**src/rtl/mult_accum_stage_if.sv**
```systemverilog
// Signal bundle between multiplier-side issue logic, the accumulator stage and its consumer.
// out_sat exists only when MULT_ACC_SAT_EN is defined.
interface mult_accum_stage_if #(
  parameter int WIDTH     = 16,
  parameter int ACC_WIDTH = 40,
  parameter int COUNT_W   = 8
);
  logic                 in_valid;
  logic [WIDTH-1:0]     p_in;
  logic [COUNT_W-1:0]   frame_len;
  logic                 out_valid;
  logic                 out_ready;
  logic [ACC_WIDTH-1:0] out_sum;
  logic [COUNT_W-1:0]   out_count;
  logic                 overflow_err;
  logic                 busy;
`ifdef MULT_ACC_SAT_EN
  logic                 out_sat;

  modport master (
    output in_valid, p_in, frame_len, out_ready,
    input  out_valid, out_sum, out_count, overflow_err, busy, out_sat
  );

  modport slave (
    input  in_valid, p_in, frame_len, out_ready,
    output out_valid, out_sum, out_count, overflow_err, busy, out_sat
  );
`else
  modport master (
    output in_valid, p_in, frame_len, out_ready,
    input  out_valid, out_sum, out_count, overflow_err, busy
  );

  modport slave (
    input  in_valid, p_in, frame_len, out_ready,
    output out_valid, out_sum, out_count, overflow_err, busy
  );
`endif
endinterface

```
**src/rtl/mult_accum_stage.sv**
```systemverilog
// Frames products from a fixed-latency multiplier, sums each frame and queues sums in a 2-deep FWFT FIFO.
// Define MULT_ACC_SAT_EN for a saturating accumulator with a per-entry out_sat flag.
module mult_accum_stage #(
  parameter int WIDTH     = 16,
  parameter int ACC_WIDTH = 40,
  parameter int LATENCY   = 3,
  parameter int COUNT_W   = 8
) (
  input logic               clk,
  input logic               rst,
  mult_accum_stage_if.slave bus
);

  typedef enum logic [0:0] {
    S_IDLE  = 1'b0,
    S_ACCUM = 1'b1
  } state_t;

`ifdef MULT_ACC_SAT_EN
  localparam int SUM_W   = ACC_WIDTH + 1;
  localparam int ENTRY_W = ACC_WIDTH + COUNT_W + 1;
`else
  localparam int SUM_W   = ACC_WIDTH;
  localparam int ENTRY_W = ACC_WIDTH + COUNT_W;
`endif

  state_t               r_state;
  logic [LATENCY-1:0]   r_vpipe;
  logic [ACC_WIDTH-1:0] r_acc;
  logic [COUNT_W-1:0]   r_cnt;
  logic [COUNT_W-1:0]   r_len;
  logic [ENTRY_W-1:0]   r_mem [2];
  logic                 r_wr_ptr;
  logic                 r_rd_ptr;
  logic [1:0]           r_fill;
  logic                 r_ovf;
`ifdef MULT_ACC_SAT_EN
  logic                 r_sat;
  logic                 w_sat_next;
`endif

  logic [WIDTH-1:0]     w_p;
  logic                 w_beat;
  logic [SUM_W-1:0]     w_sum;
  logic [ACC_WIDTH-1:0] w_acc_next;
  logic [COUNT_W:0]     w_cnt_next;
  logic [COUNT_W-1:0]   w_len_eff;
  logic [COUNT_W:0]     w_len_full;
  logic                 w_done;
  logic                 w_full;
  logic                 w_pop;
  logic                 w_wr;
  logic [ENTRY_W-1:0]   w_entry;
  logic [ENTRY_W-1:0]   w_head;

  // Next accumulator/count values and frame-completion detect for the current beat
  always_comb begin
    w_p        = bus.p_in;
    w_beat     = r_vpipe[LATENCY-1];
    w_sum      = SUM_W'(r_acc) + SUM_W'(w_p);
    // The frame length is latched on the first beat, so IDLE looks at the live input
    w_len_eff  = (r_state == S_IDLE) ? bus.frame_len : r_len;
    w_len_full = (w_len_eff == {COUNT_W{1'b0}}) ? {1'b1, {COUNT_W{1'b0}}} : {1'b0, w_len_eff};
    if (r_state == S_IDLE) begin
      w_acc_next = ACC_WIDTH'(w_p);
      w_cnt_next = {{COUNT_W{1'b0}}, 1'b1};
    end else begin
      w_acc_next = w_sum[ACC_WIDTH-1:0];
      w_cnt_next = {1'b0, r_cnt} + {{COUNT_W{1'b0}}, 1'b1};
    end
`ifdef MULT_ACC_SAT_EN
    if (r_state == S_IDLE) begin
      w_sat_next = 1'b0;
    end else if (r_sat || w_sum[ACC_WIDTH]) begin
      w_acc_next = {ACC_WIDTH{1'b1}};
      w_sat_next = 1'b1;
    end else begin
      w_sat_next = 1'b0;
    end
    w_entry = {w_sat_next, w_len_eff, w_acc_next};
`else
    w_entry = {w_len_eff, w_acc_next};
`endif
    w_done = w_beat && (w_cnt_next == w_len_full);
    w_full = (r_fill == 2'd2);
    w_pop  = (r_fill != 2'd0) && bus.out_ready;
    w_wr   = w_done && (!w_full || w_pop);
    w_head = r_mem[r_rd_ptr];
  end

  // Issue-valid delay line matching the multiplier latency
  always_ff @(posedge clk or posedge rst) begin
    if (rst) begin
      r_vpipe <= {LATENCY{1'b0}};
    end else begin
      r_vpipe <= (r_vpipe << 1) | LATENCY'(bus.in_valid);
    end
  end

  // Frame state machine and accumulator; state only moves on a beat
  always_ff @(posedge clk or posedge rst) begin
    if (rst) begin
      r_state <= S_IDLE;
      r_acc   <= {ACC_WIDTH{1'b0}};
      r_cnt   <= {COUNT_W{1'b0}};
      r_len   <= {COUNT_W{1'b0}};
`ifdef MULT_ACC_SAT_EN
      r_sat   <= 1'b0;
`endif
    end else if (w_beat) begin
      r_acc   <= w_acc_next;
      r_cnt   <= w_cnt_next[COUNT_W-1:0];
      r_len   <= w_len_eff;
      r_state <= w_done ? S_IDLE : S_ACCUM;
`ifdef MULT_ACC_SAT_EN
      r_sat   <= w_sat_next;
`endif
    end
  end

  // Two-entry result FIFO; a push into a full FIFO without a pop is dropped and flagged
  always_ff @(posedge clk or posedge rst) begin
    if (rst) begin
      r_mem[0] <= {ENTRY_W{1'b0}};
      r_mem[1] <= {ENTRY_W{1'b0}};
      r_wr_ptr <= 1'b0;
      r_rd_ptr <= 1'b0;
      r_fill   <= 2'd0;
      r_ovf    <= 1'b0;
    end else begin
      if (w_wr) begin
        r_mem[r_wr_ptr] <= w_entry;
        r_wr_ptr        <= ~r_wr_ptr;
      end
      if (w_pop) begin
        r_rd_ptr <= ~r_rd_ptr;
      end
      case ({w_wr, w_pop})
        2'b10:   r_fill <= r_fill + 2'd1;
        2'b01:   r_fill <= r_fill - 2'd1;
        default: r_fill <= r_fill;
      endcase
      if (w_done && w_full && !w_pop) begin
        r_ovf <= 1'b1;
      end
    end
  end

  assign bus.out_valid    = (r_fill != 2'd0);
  assign bus.out_sum      = w_head[ACC_WIDTH-1:0];
  assign bus.out_count    = w_head[ACC_WIDTH +: COUNT_W];
  assign bus.overflow_err = r_ovf;
  assign bus.busy         = (r_state == S_ACCUM) || (r_vpipe != {LATENCY{1'b0}});
`ifdef MULT_ACC_SAT_EN
  assign bus.out_sat      = w_head[ENTRY_W-1];
`endif

endmodule

```
**src/flat_wrapper.sv**
```systemverilog
// flat-port wrapper written by rule: the top's interface ports become plain ports
module mult_accum_stage_flat 
#(
  parameter int WIDTH     = 16,
  parameter int ACC_WIDTH = 40,
  parameter int LATENCY   = 3,
  parameter int COUNT_W   = 8
)
  (clk, rst, bus_in_valid, bus_p_in, bus_frame_len, bus_out_ready, bus_out_valid, bus_out_sum, bus_out_count, bus_overflow_err, bus_busy);
  mult_accum_stage_if #(.WIDTH(WIDTH), .ACC_WIDTH(ACC_WIDTH), .COUNT_W(COUNT_W)) bus_i ();
  input logic clk;
  input logic rst;
  input wire logic [$bits(bus_i.in_valid)-1:0] bus_in_valid;
  input wire logic [$bits(bus_i.p_in)-1:0] bus_p_in;
  input wire logic [$bits(bus_i.frame_len)-1:0] bus_frame_len;
  input wire logic [$bits(bus_i.out_ready)-1:0] bus_out_ready;
  output wire logic [$bits(bus_i.out_valid)-1:0] bus_out_valid;
  output wire logic [$bits(bus_i.out_sum)-1:0] bus_out_sum;
  output wire logic [$bits(bus_i.out_count)-1:0] bus_out_count;
  output wire logic [$bits(bus_i.overflow_err)-1:0] bus_overflow_err;
  output wire logic [$bits(bus_i.busy)-1:0] bus_busy;
  assign bus_i.in_valid = bus_in_valid;
  assign bus_i.p_in = bus_p_in;
  assign bus_i.frame_len = bus_frame_len;
  assign bus_i.out_ready = bus_out_ready;
  assign bus_out_valid = bus_i.out_valid;
  assign bus_out_sum = bus_i.out_sum;
  assign bus_out_count = bus_i.out_count;
  assign bus_overflow_err = bus_i.overflow_err;
  assign bus_busy = bus_i.busy;
  mult_accum_stage #(.WIDTH(WIDTH), .ACC_WIDTH(ACC_WIDTH), .LATENCY(LATENCY), .COUNT_W(COUNT_W)) u_core (.clk(clk), .rst(rst), .bus(bus_i));
endmodule
```
**config.mk**
```make
export PLATFORM = sky130hd
export DESIGN_NAME = mult_accum_stage_flat
export DESIGN_NICKNAME = d
export VERILOG_FILES = /design/src/rtl/mult_accum_stage_if.sv /design/src/rtl/mult_accum_stage.sv /design/src/flat_wrapper.sv
export SDC_FILE = /design/constraint.sdc
export NUM_CORES = 1
export LEC_CHECK = 0
export CAP_MARGIN = 20
export CORE_ASPECT_RATIO = 0.8
export CORE_MARGIN = 2
export CORE_UTILIZATION = 39
export CTS_CLUSTER_DIAMETER = 50
export DETAILED_ROUTE_END_ITERATION = 8
export PLACE_DENSITY = 0.54
export SYNTH_ARGS = -nofsm -noshare
export SYNTH_HDL_FRONTEND = slang
export SYNTH_SLANG_ARGS = --single-unit
export TNS_END_PERCENT = 1
```
**constraint.sdc**
```tcl
create_clock -name clk -period 7.3 [get_ports clk]
set_clock_uncertainty 0.2 [all_clocks]
set_input_delay 1.46 -clock clk [delete_from_list [all_inputs] [get_ports clk]]
set_output_delay 1.46 -clock clk [all_outputs]
set_load 0.02 [all_outputs]
```
==> flow_summary_export.csv <==
group,metric,value,unit
clock_network,cts_setup_buffers,0,
grt,first_global_vias,6294,
detailed_routing,vias,6382,
detailed_routing,wirelength,20600,um
final_layout,diodes,0,
timing,fin_tns_setup,0,ns
synth,synth.avg_cell_area,10.6,um2
final_layout,fin_area,0.0105,mm2
timing,drv_slew,0,
critical_path,critical_path.cell_chain,"clkdlybuf4s50_1, ha_1, inv_1, fa_1, nor2b_1, o21a_1, o211ai_1, a211oi_1, nor2_1, or3_1, xnor2_1, o22ai_1",
synth,ys_ff_latch,161,
die,initial_core_util,39.6,%
critical_path,arrival,4.70,ns
final_layout,syn_to_final_growth,18.8,%
die,die_h,139,um
synth,synth_cells,833,
job,drv_cap,0,
critical_path,path_delay_family,"compound AO/OA/AOI/OAI gates",
clock_network,post_cts_resized,0,
pwr,power.share.sequential,34.1,%
pwr,p_int,2.39,mW
synth,synth-edff-count,0,
clock_network,clk_latency,0.43,ns
timing,tightest_slew,1.03,ns
critical_path,cp.depth,12,
synth,synth.distinct_cells,60,
place,place.gp.congestion,0.771,
clock_network,ctsHtreeMaxLevel,4,
pwr,power,3.84,mW
detailed_routing,ant_nets,0,
die,core-area,0.0224,mm2
critical_path,crit_path_max_fanout,5,
critical_path,worstSetupPathType,"primary input to flop",
synth,synth_warnings,0,
critical_path,cp-end-kind,"flop",
detailed_routing,drc,0,
place,place_area,0.00993,mm2
timing,fin_crit,4.61,ns
pwr,sw_frac_of_total,37.6,%
clock_network,cts_sinks,161,
die,die_x,173,um
timing,slew_headroom,31.6,%
detailed_routing,drtIter0Drc,316,
final_layout,stdcell_count,1216,
clock_network,postCtsHoldBufs,0,
synth,async_flop_share,100,%
clock_network,clk_pin_slew_worst_paths,0.07,ns
pwr,power.share.clock,23.6,%
die,pin_count,79,
synth,yosys.area.top_type,"dfrtp_1",
critical_path,critPathMaxStageDelay,0.62,ns
min_path,holdPathStages,0,
final_layout,layout-drive-gt1-share,22.6,%
critical_path,worst_setup_path_start_kind,"primary input",
pwr,combPwrFrac,42.3,%
clock_network,cts_inserted_buffers,17,
grt,grt_usage,17.7,%
grt,overflow,0,
pwr,peakVddDrop,174,uV
min_path,hp-class,"flop to flop",
critical_path,r2r_cells,8,
critical_path,path_buf_inv,2,
clock_network,root_buffer,"clkbuf_16",
synth,yosys-top-cells-area,"dfrtp_1 45%, mux2_2 18%, nand2_1 3.6%",
grt,grt_antenna_before_repair,0,
detailed_routing,wl_per_cell,16.9,um
die,core.rowCount,49,
synth,synthFlopType,"dfrtp_1",
synth,syn_nets,879,
grt,grt_pass1_wl,34100,um
place,placedCellCount,1183,
synth,synth_top_area_share,45.4,%
critical_path,crit_slowest_cell,"a211oi_1",
grt,grt_max_degree,95,
detailed_routing,first_pass_iters,5,
place,numPortBuffers,78,
synth,synth.cell_area,0.00887,mm2
timing,rsz0062_at_grt,"false",
pwr,power_density,365,mW/mm2
timing,setup_viol,0,
synth,ys_seq_area_share,45.4,%
timing,hold_violations,0,
die,die-area,0.0240,mm2
status,status,"finished clean",
place,dp_hpwl,13700,um
clock_network,cts_buffer_depth,2,
detailed_routing,vias_per_cell,5.25,
timing,fin_crit_sh,63.1,%
final_layout,num-nets-final,943,
critical_path,cp.required,7.40,ns
clock_network,cts_tree,"done",
pwr,leakage,4.77,nW
timing,max_freq,0.217,GHz
pwr,p_sw,1.45,mW
-- cell type report --
cell class	count	area (um2)
Fill cell	2094	11800
Clock inverter	15	168
Timing Repair Buffer	88	860
Sequential cell	161	4030
Multi-Input combinational cell	611	4590
Inverter	18	72.6
Clock buffer	17	425
Tap cell	306	383
-- cell usage in the layout, fill, tap and decap left out, types with 9 or more instances in the layout --
master / count
mux2i_1: 23
mux2_2: 145
inv_1: 17
nor3_1: 18
o21a_1: 9
a21oi_1: 16
ha_1: 17
xor2_1: 17
clkbuf_16: 17
nor2b_1: 9
dfrtp_1: 158
nor2_1: 43
a21o_1: 14
buf_4: 9
nand2_1: 86
o21ai_0: 54
xnor2_1: 21
nand3_1: 13
o31ai_1: 13
clkdlybuf4s50_1: 78
and3_1: 9
o211ai_1: 9
-- worst register-to-register path: cells and delay by family (launching register included) --
family                 cells  cell delay (ns)
AOI/OAI and AO/OA          2             0.53
and+or+nand+nor            4             1.71
DFF                        1             0.78
buffers and inverters      2             0.71
-- metal layers --
metal / up-vias / GRT usage [%] / wire length (um)
met3: 11 / 3.04 / 656
met4: 0 / 4.59 / 154
li1: 3143 / - / -
met2: 112 / 25.2 / 8440
met1: 3116 / 27.7 / 11300
met5: - / 0 / 0
-- flip-flops by register name, indices dropped and copies added, names as in the netlist --
signal                   flops
u_core.r_fill                2
u_core.r_acc                40
u_core.r_len                 8
u_core.r_vpipe               3
u_core.r_cnt                 8
u_core.r_state               1
u_core.r_wr_ptr              1
u_core.r_rd_ptr              1
u_core.r_mem                96
u_core.bus.overflow_err      1
-- power by group through the flow --
| stage | Clock (mW) | Combinational (mW) | Sequential (mW) |
|---|---|---|---|
| after floorplan | 0 | 1.20 | 1.27 |
| after global placement | 0 | 1.62 | 1.32 |
| after detailed placement | 0 | 1.63 | 1.32 |
| after CTS | 0.931 | 1.64 | 1.31 |
| after global routing | 0.973 | 1.81 | 1.34 |
| final | 0.907 | 1.62 | 1.31 |
-- cell families (layout without fill, tap and decap cells) --
kind of cell | after synthesis | count (layout) | synth area share [%]
adders and majority gates | 18 | 18 | 2.62
DFF | 161 | 161 | 45.4
muxes | 168 | 168 | 21.0
and+or+nand+nor | 230 | 230 | 12.8
buffers and inverters | 61 | 138 | 2.82
xor gates and xnor gates | 38 | 38 | 3.75
AOI/OAI and AO/OA | 157 | 157 | 11.5
-- synth_stat cells, types with 11 or more instances --
cell      instances
dfrtp_1         161
xor2_1           17
inv_1            18
ha_1             17
nand2_1          86
nor2_1           43
mux2i_1          23
buf_2            11
o31ai_1          13
a21oi_1          16
a21o_1           14
clkbuf_1         26
mux2_2          145
o21ai_0          54
nand3_1          13
xnor2_1          21
nor3_1           18
-- path summary, 6_finish.rpt --
| check | from | endpoint | slack [ns] |
|---|---|---|---|
| setup / recovery | bus_p_in[0] | u_core.r_acc[20] | 2.69 |
| hold / removal | u_core.r_vpipe[0] | u_core.r_vpipe[1] | 0.17 |
| setup reg to reg | u_core.r_vpipe[2] | u_core.r_mem[83] | 3.29 |
| min in group asynchronous | rst | u_core.r_acc[1] | 1.38 |
| max in group asynchronous | rst | u_core.r_rd_ptr | 4.48 |
| hold reg to reg | u_core.r_vpipe[0] | u_core.r_vpipe[1] | 0.17 |
-- metrics by stage --
stage,utilization [%],setup slack (ns),hold WS (ns)
finish,47.1,2.69,0.174
detailed placement,44.4,2.12,0.161
CTS,47.0,2.56,0.175
floorplan,-,1.29,0.146
global placement,44.4,2.22,0.151
global route,47.1,2.32,0.197
Note: power is estimated with default switching activity, not from simulation.
